### src/rtl/matrix_commit_arbiter.sv
// matrix_commit_arbiter: round-robin grant of two matrix writers into one
// shadow buffer, committed to the renderer registers at vblank start.
module matrix_commit_arbiter #(
  parameter int          V_ACTIVE = 480,
  parameter int          MW       = 336,
  parameter logic [20:0] ONE_Q    = 21'h00400
) (
  input  logic          CLK,
  input  logic          rst,
  input  logic [9:0]    v_cnt,
  input  logic          req0,
  input  logic [MW-1:0] mtrx0,
  input  logic [3:0]    state0,
  output logic          ack0,
  input  logic          req1,
  input  logic [MW-1:0] mtrx1,
  input  logic [3:0]    state1,
  output logic          ack1,
  output logic [MW-1:0] mtrxOut,
  output logic [3:0]    matrixState,
  output logic          pending,
  output logic          frame_commit,
  output logic [7:0]    frame_cnt
);

  localparam int          EW  = 21;
  localparam logic [9:0]  VBL = 10'(V_ACTIVE);
  localparam logic [EW-1:0] Z = '0;

  // Column-major packing {d11,d21,d31,d41,d12,...,d44}; MW is 16*EW.
  localparam logic [MW-1:0] IDENT = {
    ONE_Q, Z, Z, Z,
    Z, ONE_Q, Z, Z,
    Z, Z, ONE_Q, Z,
    Z, Z, Z, ONE_Q
  };

  typedef enum logic [1:0] {
    IDLE,
    WAIT_VBL,
    COMMIT
  } state_t;

  state_t        state;
  state_t        state_nxt;
  logic [9:0]    v_prev;
  logic          vblank_start;
  logic          grant;
  logic          winner;
  logic          commit;
  logic          last_grant;
  logic [MW-1:0] shadow_m;
  logic [3:0]    shadow_s;

  assign vblank_start = (v_cnt == VBL) && (v_prev != VBL);
  assign commit       = (state == COMMIT);

  // FSM state register.
  always_ff @(posedge CLK or posedge rst) begin
    if (rst) state <= IDLE;
    else     state <= state_nxt;
  end

  // Next state and grant decision; ties go to the requester not last served.
  always_comb begin
    state_nxt = state;
    grant     = 1'b0;
    winner    = 1'b0;
    unique case (state)
      IDLE: begin
        if (req0 || req1) begin
          grant     = 1'b1;
          winner    = (req0 && req1) ? ~last_grant : req1;
          state_nxt = WAIT_VBL;
        end
      end
      WAIT_VBL: begin
        if (vblank_start) state_nxt = COMMIT;
      end
      COMMIT: begin
        state_nxt = IDLE;
      end
      default: begin
        state_nxt = IDLE;
      end
    endcase
  end

  // Vertical edge detection and frame counting, independent of the FSM.
  always_ff @(posedge CLK or posedge rst) begin
    if (rst) begin
      v_prev    <= '0;
      frame_cnt <= '0;
    end else begin
      v_prev <= v_cnt;
      if (vblank_start) frame_cnt <= frame_cnt + 8'd1;
    end
  end

  // Shadow capture on grant, with one-cycle acknowledge pulses.
  always_ff @(posedge CLK or posedge rst) begin
    if (rst) begin
      shadow_m   <= '0;
      shadow_s   <= '0;
      last_grant <= 1'b1;
      ack0       <= 1'b0;
      ack1       <= 1'b0;
    end else begin
      ack0 <= grant && !winner;
      ack1 <= grant && winner;
      if (grant) begin
        shadow_m   <= winner ? mtrx1 : mtrx0;
        shadow_s   <= winner ? state1 : state0;
        last_grant <= winner;
      end
    end
  end

  // Renderer-facing registers move only when the FSM is in COMMIT.
  always_ff @(posedge CLK or posedge rst) begin
    if (rst) begin
      mtrxOut      <= IDENT;
      matrixState  <= '0;
      pending      <= 1'b0;
      frame_commit <= 1'b0;
    end else begin
      frame_commit <= commit;
      if (grant) pending <= 1'b1;
      if (commit) begin
        mtrxOut     <= shadow_m;
        matrixState <= shadow_s;
        pending     <= 1'b0;
      end
    end
  end

endmodule

### config.mk
export PLATFORM = sky130hd
export DESIGN_NAME = matrix_commit_arbiter
export DESIGN_NICKNAME = d
export VERILOG_FILES = /design/src/rtl/matrix_commit_arbiter.sv
export SDC_FILE = /design/constraint.sdc
export NUM_CORES = 2
export LEC_CHECK = 0
export BUFFER_PORTS_ARGS = -buffer_cell sky130_fd_sc_hd__buf_2
export CAP_MARGIN = 20
export CORE_AREA = 3 3 403 405
export DETAILED_ROUTE_END_ITERATION = 6
export DIE_AREA = 0 0 406 408
export SETUP_SLACK_MARGIN = 0.2
export SKIP_CTS_REPAIR_TIMING = 1
export SYNTH_ARGS = -nofsm -noshare
export SYNTH_HDL_FRONTEND = slang
export SYNTH_SLANG_ARGS = --single-unit
### constraint.sdc
create_clock -name CLK -period 49.5 [get_ports CLK]
set_input_delay 4.95 -clock CLK [delete_from_list [all_inputs] [get_ports CLK]]
set_output_delay 4.95 -clock CLK [all_outputs]
set_load 0.01 [all_outputs]
---- Word level (Yosys, flattened, before mapping) ----
Index checks and enable logic that the tools add are counted.
storage, ports and cells
  output and inout port bits .............. 352
  register bits after elaboration ......... 705
  logic and storage cells ................. 41
operators by class
  equality and inequality tests ........... 6
  multiplexer cells ....................... 12
  reductions and logical operators ........ 9
  $add $sub $neg .......................... 1
  bitwise operators ....................... 1
operators by type and width
  operator               count
  $mux W336              1
  $eq A10 B9 Y1 const B  1
  $ne A10 B9 Y1 const B  1
  $add A8 B1 Y8 const B  1
  $mux W1                7
  $logic_and A1 B1 Y1    4
  $mux W2                2
  $mux W4                1
  $ne A2 B2 Y1 const B   2
  $pmux W2 S2            1
  $eq A2 B1 Y1 const B   1
  $eq A2 B2 Y1 const B   1
  $logic_not A2 Y1       1
  $reduce_and A2 Y1      1
  $reduce_bool A2 Y1     1
  $logic_not A1 Y1       1
  $logic_or A1 B1 Y1     1
  $not A1 Y1             1

---- Logic depth before layout (Yosys ltp) ----
  depth after elaboration ................. 6
  depth in mapped cells ................... 7
  gate-level depth less buffers ........... 4

---- Worst setup path before layout ----
No wires, ideal clock.
  kind .................................... input-to-reg
  from .................................... in v_cnt[0]
  to ...................................... reg frame_cnt[1]
  stages on the path ...................... 5
  path slack .............................. 43.401 ns
  data required time ...................... 49.372 ns
  setup time .............................. 0.128 ns
  data arrival time ....................... 5.971 ns
  path through ............................ nor4_1 -> nor4bb_1 -> buf_2 -> nand2_1 -> mux2_1
between the ends
  word-level cells in the longest chain between the ends .. 2
RTL lines
  element               line  source
  from (decl)           10    input logic [9:0] v_cnt,
  $eq A10 B9 Y1         55    assign vblank_start = (v_cnt == VBL) && (v_prev != VBL);
  $logic_and A1 B1 Y1   55
  to (signal assigned)  96    if (vblank_start) frame_cnt <= frame_cnt + 8'd1;
  to (decl)             23    output logic [7:0] frame_cnt
Every way passes these cells.
A chain may end at the register's enable or synchronous reset.

==> flow_summary.json <==
{
  "power_density_mw_per_mm2": 43.07,
  "worst_slack_ns": 41.15,
  "intPower_mw": 1.180,
  "root_buffer": "clkbuf_16",
  "synth_cell_types": 37,
  "wl_per_cell_um": 18.64,
  "async_reset_ff_share_pct": 100.0,
  "maxCapViolCount": 0,
  "syn-num-nets": 3366,
  "post-route-period-util_pct": 16.87,
  "worst_ir_drop_vdd_mv": 0.02456,
  "muxShareOfSynthArea_pct": 0.1125,
  "syn_area_mm2": 0.02779,
  "multi_input_area_mm2": 0.007675,
  "p_clk_share_pct": 36.8,
  "synth_xor_area_share_pct": 0.2206,
  "cts_max_level": 3,
  "slew_violations": 0,
  "mostFrequentLayoutCell": "buf_2",
  "synthAdderAreaFrac_pct": 0.04502,
  "dr.pass1.iters": 7,
  "antenna_left": 0,
  "layout-drive-gt1-share_pct": 32.64,
  "die_h_um": 408,
  "crit-reg2reg-launch": "state[1]$_DFFE_PP0P_",
  "fin_crit_ns": 8.352,
  "clock_latency_ns": 0.65,
  "drc_errors": 102,
  "seqCellArea_mm2": 0.01765,
  "finalClockSkew_ns": 0.02025,
  "final_cell_mix": "buf_2 (1,045), nand2_1 (1,041), dfrtp_1 (700)",
  "grt_pass1_wl_um": 156600,
  "dpl.hpwl_um": 77940,
  "vias": 24460,
  "critPathCaptureType": "asynchronous set/reset pin",
  "grt_pass1_vias": 24230,
  "vias_per_cell": 4.230,
  "worst-setup-path-type": "in -> async",
  "cts_buffers": 80,
  "overflow": 0,
  "post-place-ws_ns": 40.30,
  "swShare_pct": 26.42,
  "grt_antenna_before_repair": 21,
  "cp.required_ns": 50.13,
  "start_util_pct": 17.51,
  "cts_tree": "built",
  "startpoint_type": "input pin",
  "core_mm2": 0.1587,
  "relSlewSlack_pct": 31.54,
  "synth_edf_count": 0,
  "hold-path-cell-count": 2,
  "synth_seq_cells": 705,
  "avgSynthCellArea_um2": 10.41,
  "p_sw_uw": 423.9,
  "fmax_mhz": 119.7,
  "fp-row-count": 146,
  "ys_seq_area_share_pct": 63.50,
  "reg2regPathDepth": 7,
  "crit_path_start": "rst",
  "grt_use_total_pct": 12.35,
  "min_from": "mtrxOut[325]$_DFFE_PP1P_",
  "worstPathMaxFanout": 134,
  "num-fill-cells": 17210,
  "clk_pin_slew_ns": 0.06,
  "pwr-share-seq_pct": 48.5,
  "ys.flop_type": "dfrtp_1",
  "fin_setup_tns_ns": 0,
  "tightestPinTransition_ns": 1.027,
  "violations": "DRC",
  "p_leak_nw": 21.65,
  "syn_to_final_growth_pct": 34.02,
  "die_w_um": 406,
  "drt-total-wl_um": 107800,
  "drt-initial-drc-count": 3634,
  "hold_violations": 0,
  "yosysWarnings": 0,
  "synth_compound_area_share_pct": 12.29,
  "comb_power_share_pct": 14.7,
  "synth_simple_gate_area_share_pct": 14.85,
  "arrival_ns": 8.98,
  "cts.sinks": 705,
  "die_area_mm2": 0.1656,
  "port_buffers": 1045,
  "synth_top_family_by_area": "simple AND/OR/NAND/NOR gates",
  "grt_setup_unrepaired": "no",
  "nets": 4333,
  "outcome": "finished with violations",
  "place_congestion": 0.9024,
  "synthCells": 2671,
  "hp-class": "reg -> reg",
  "ioPinCount": 1046,
  "setup_viol": 0,
  "grt_max_degree": 157,
  "cts_buffer_depth": 3
}
## metal layers
layer / wire length (µm) / up-vias / GRT usage [%]
met3: 9194 / 193 / 2.908
met2: 51940 / 1166 / 20.45
met5: 56 / - / 0
li1: - / 10950 / -
met1: 42080 / 12140 / 15.10
met4: 4495 / 8 / 5.808
## worst max-delay path, cell delays in order
cell   delay (ns)
buf_2        0.13
inv_8        0.62
buf_4        0.69
buf_4        0.73
buf_4        0.72
buf_4        0.84
## Yosys cell counts, types with 5 or more instances
cell type | n | area share (%)
nand2_1 | 1041 | 14
dfrtp_1 | 700 | 63
inv_1 | 325 | 4.4
a222oi_1 | 324 | 12
buf_2 | 55 | 0.99
clkbuf_1 | 52 | 0.70
buf_6 | 49 | 2.0
nor2_1 | 17 | 0.23
buf_4 | 16 | 0.43
a21oi_1 | 14 | 0.25
buf_1 | 14 | 0.19
o21ai_0 | 8 | 0.14
o21ai_1 | 8 | 0.14
xnor2_1 | 7 | 0.22
and3_1 | 5 | 0.11
dfstp_2 | 5 | 0.47
## through the flow
stage	power, mW	instances	cell area (µm²)	utilization [%]	hold WS [ns]
final	1.604	5782	37250	23.47	0.4550
after CTS	1.624	5769	37210	23.44	0.4561
after floorplan	0.9402	2671	27790	-	0.4376
after global routing	1.692	5781	37250	23.46	0.4708
after detailed placement	1.024	5627	34630	21.82	0.4496
after global placement	1.011	5627	34630	21.82	0.4453
## cell families (layout without fill, tap and decap cells)
logic type      count (synthesis)  after routing
compound gates                357            357
xor+xnor                        7              7
fa+ha+maj                       1              1
buf+inv                       517           1544
flops                         705            705
mux                             3              3
other cells                     0             12
simple gates                 1081           1081
## registers in the layout (all words and copies together), names as in the netlist
register	count
frame_commit	1
v_prev	10
shadow_m	336
mtrxOut	336
ack1	1
frame_cnt	8
shadow_s	4
matrixState	4
last_grant	1
pending	1
state	2
ack0	1
## final timing paths
path,slack [ns],to
max,41.15,mtrxOut[79]$_DFFE_PP0P_
min,0.46,mtrxOut[325]$_DFFE_PP1P_
max reg2reg,45.54,shadow_m[185]$_DFFE_PP0P_
min reg2reg,0.46,mtrxOut[325]$_DFFE_PP1P_
max in group CLK,41.73,shadow_m[185]$_DFFE_PP0P_
min in group asynchronous,4.50,shadow_m[208]$_DFFE_PP0P_
## power groups by stage
stage                     clock (mW)  sequential (mW)  combinational [mW]
after floorplan                    0            0.759               0.181
after global placement             0            0.783               0.228
after detailed placement           0            0.786               0.238
after CTS                      0.609            0.777               0.238
after global routing           0.634            0.791               0.267
final                          0.591            0.778               0.236
## area by class of cell
class | instances | area share, %
antenna | 12 | 0.08062
clock buffer | 122 | 6.308
clock inverter | 20 | 0.6181
inverter | 326 | 3.325
multi-input combinational | 1449 | 20.60
sequential | 705 | 47.38
tap | 2072 | 6.960
timing repair buffer | 1076 | 14.73
Power figures use the tool's default switching activity.
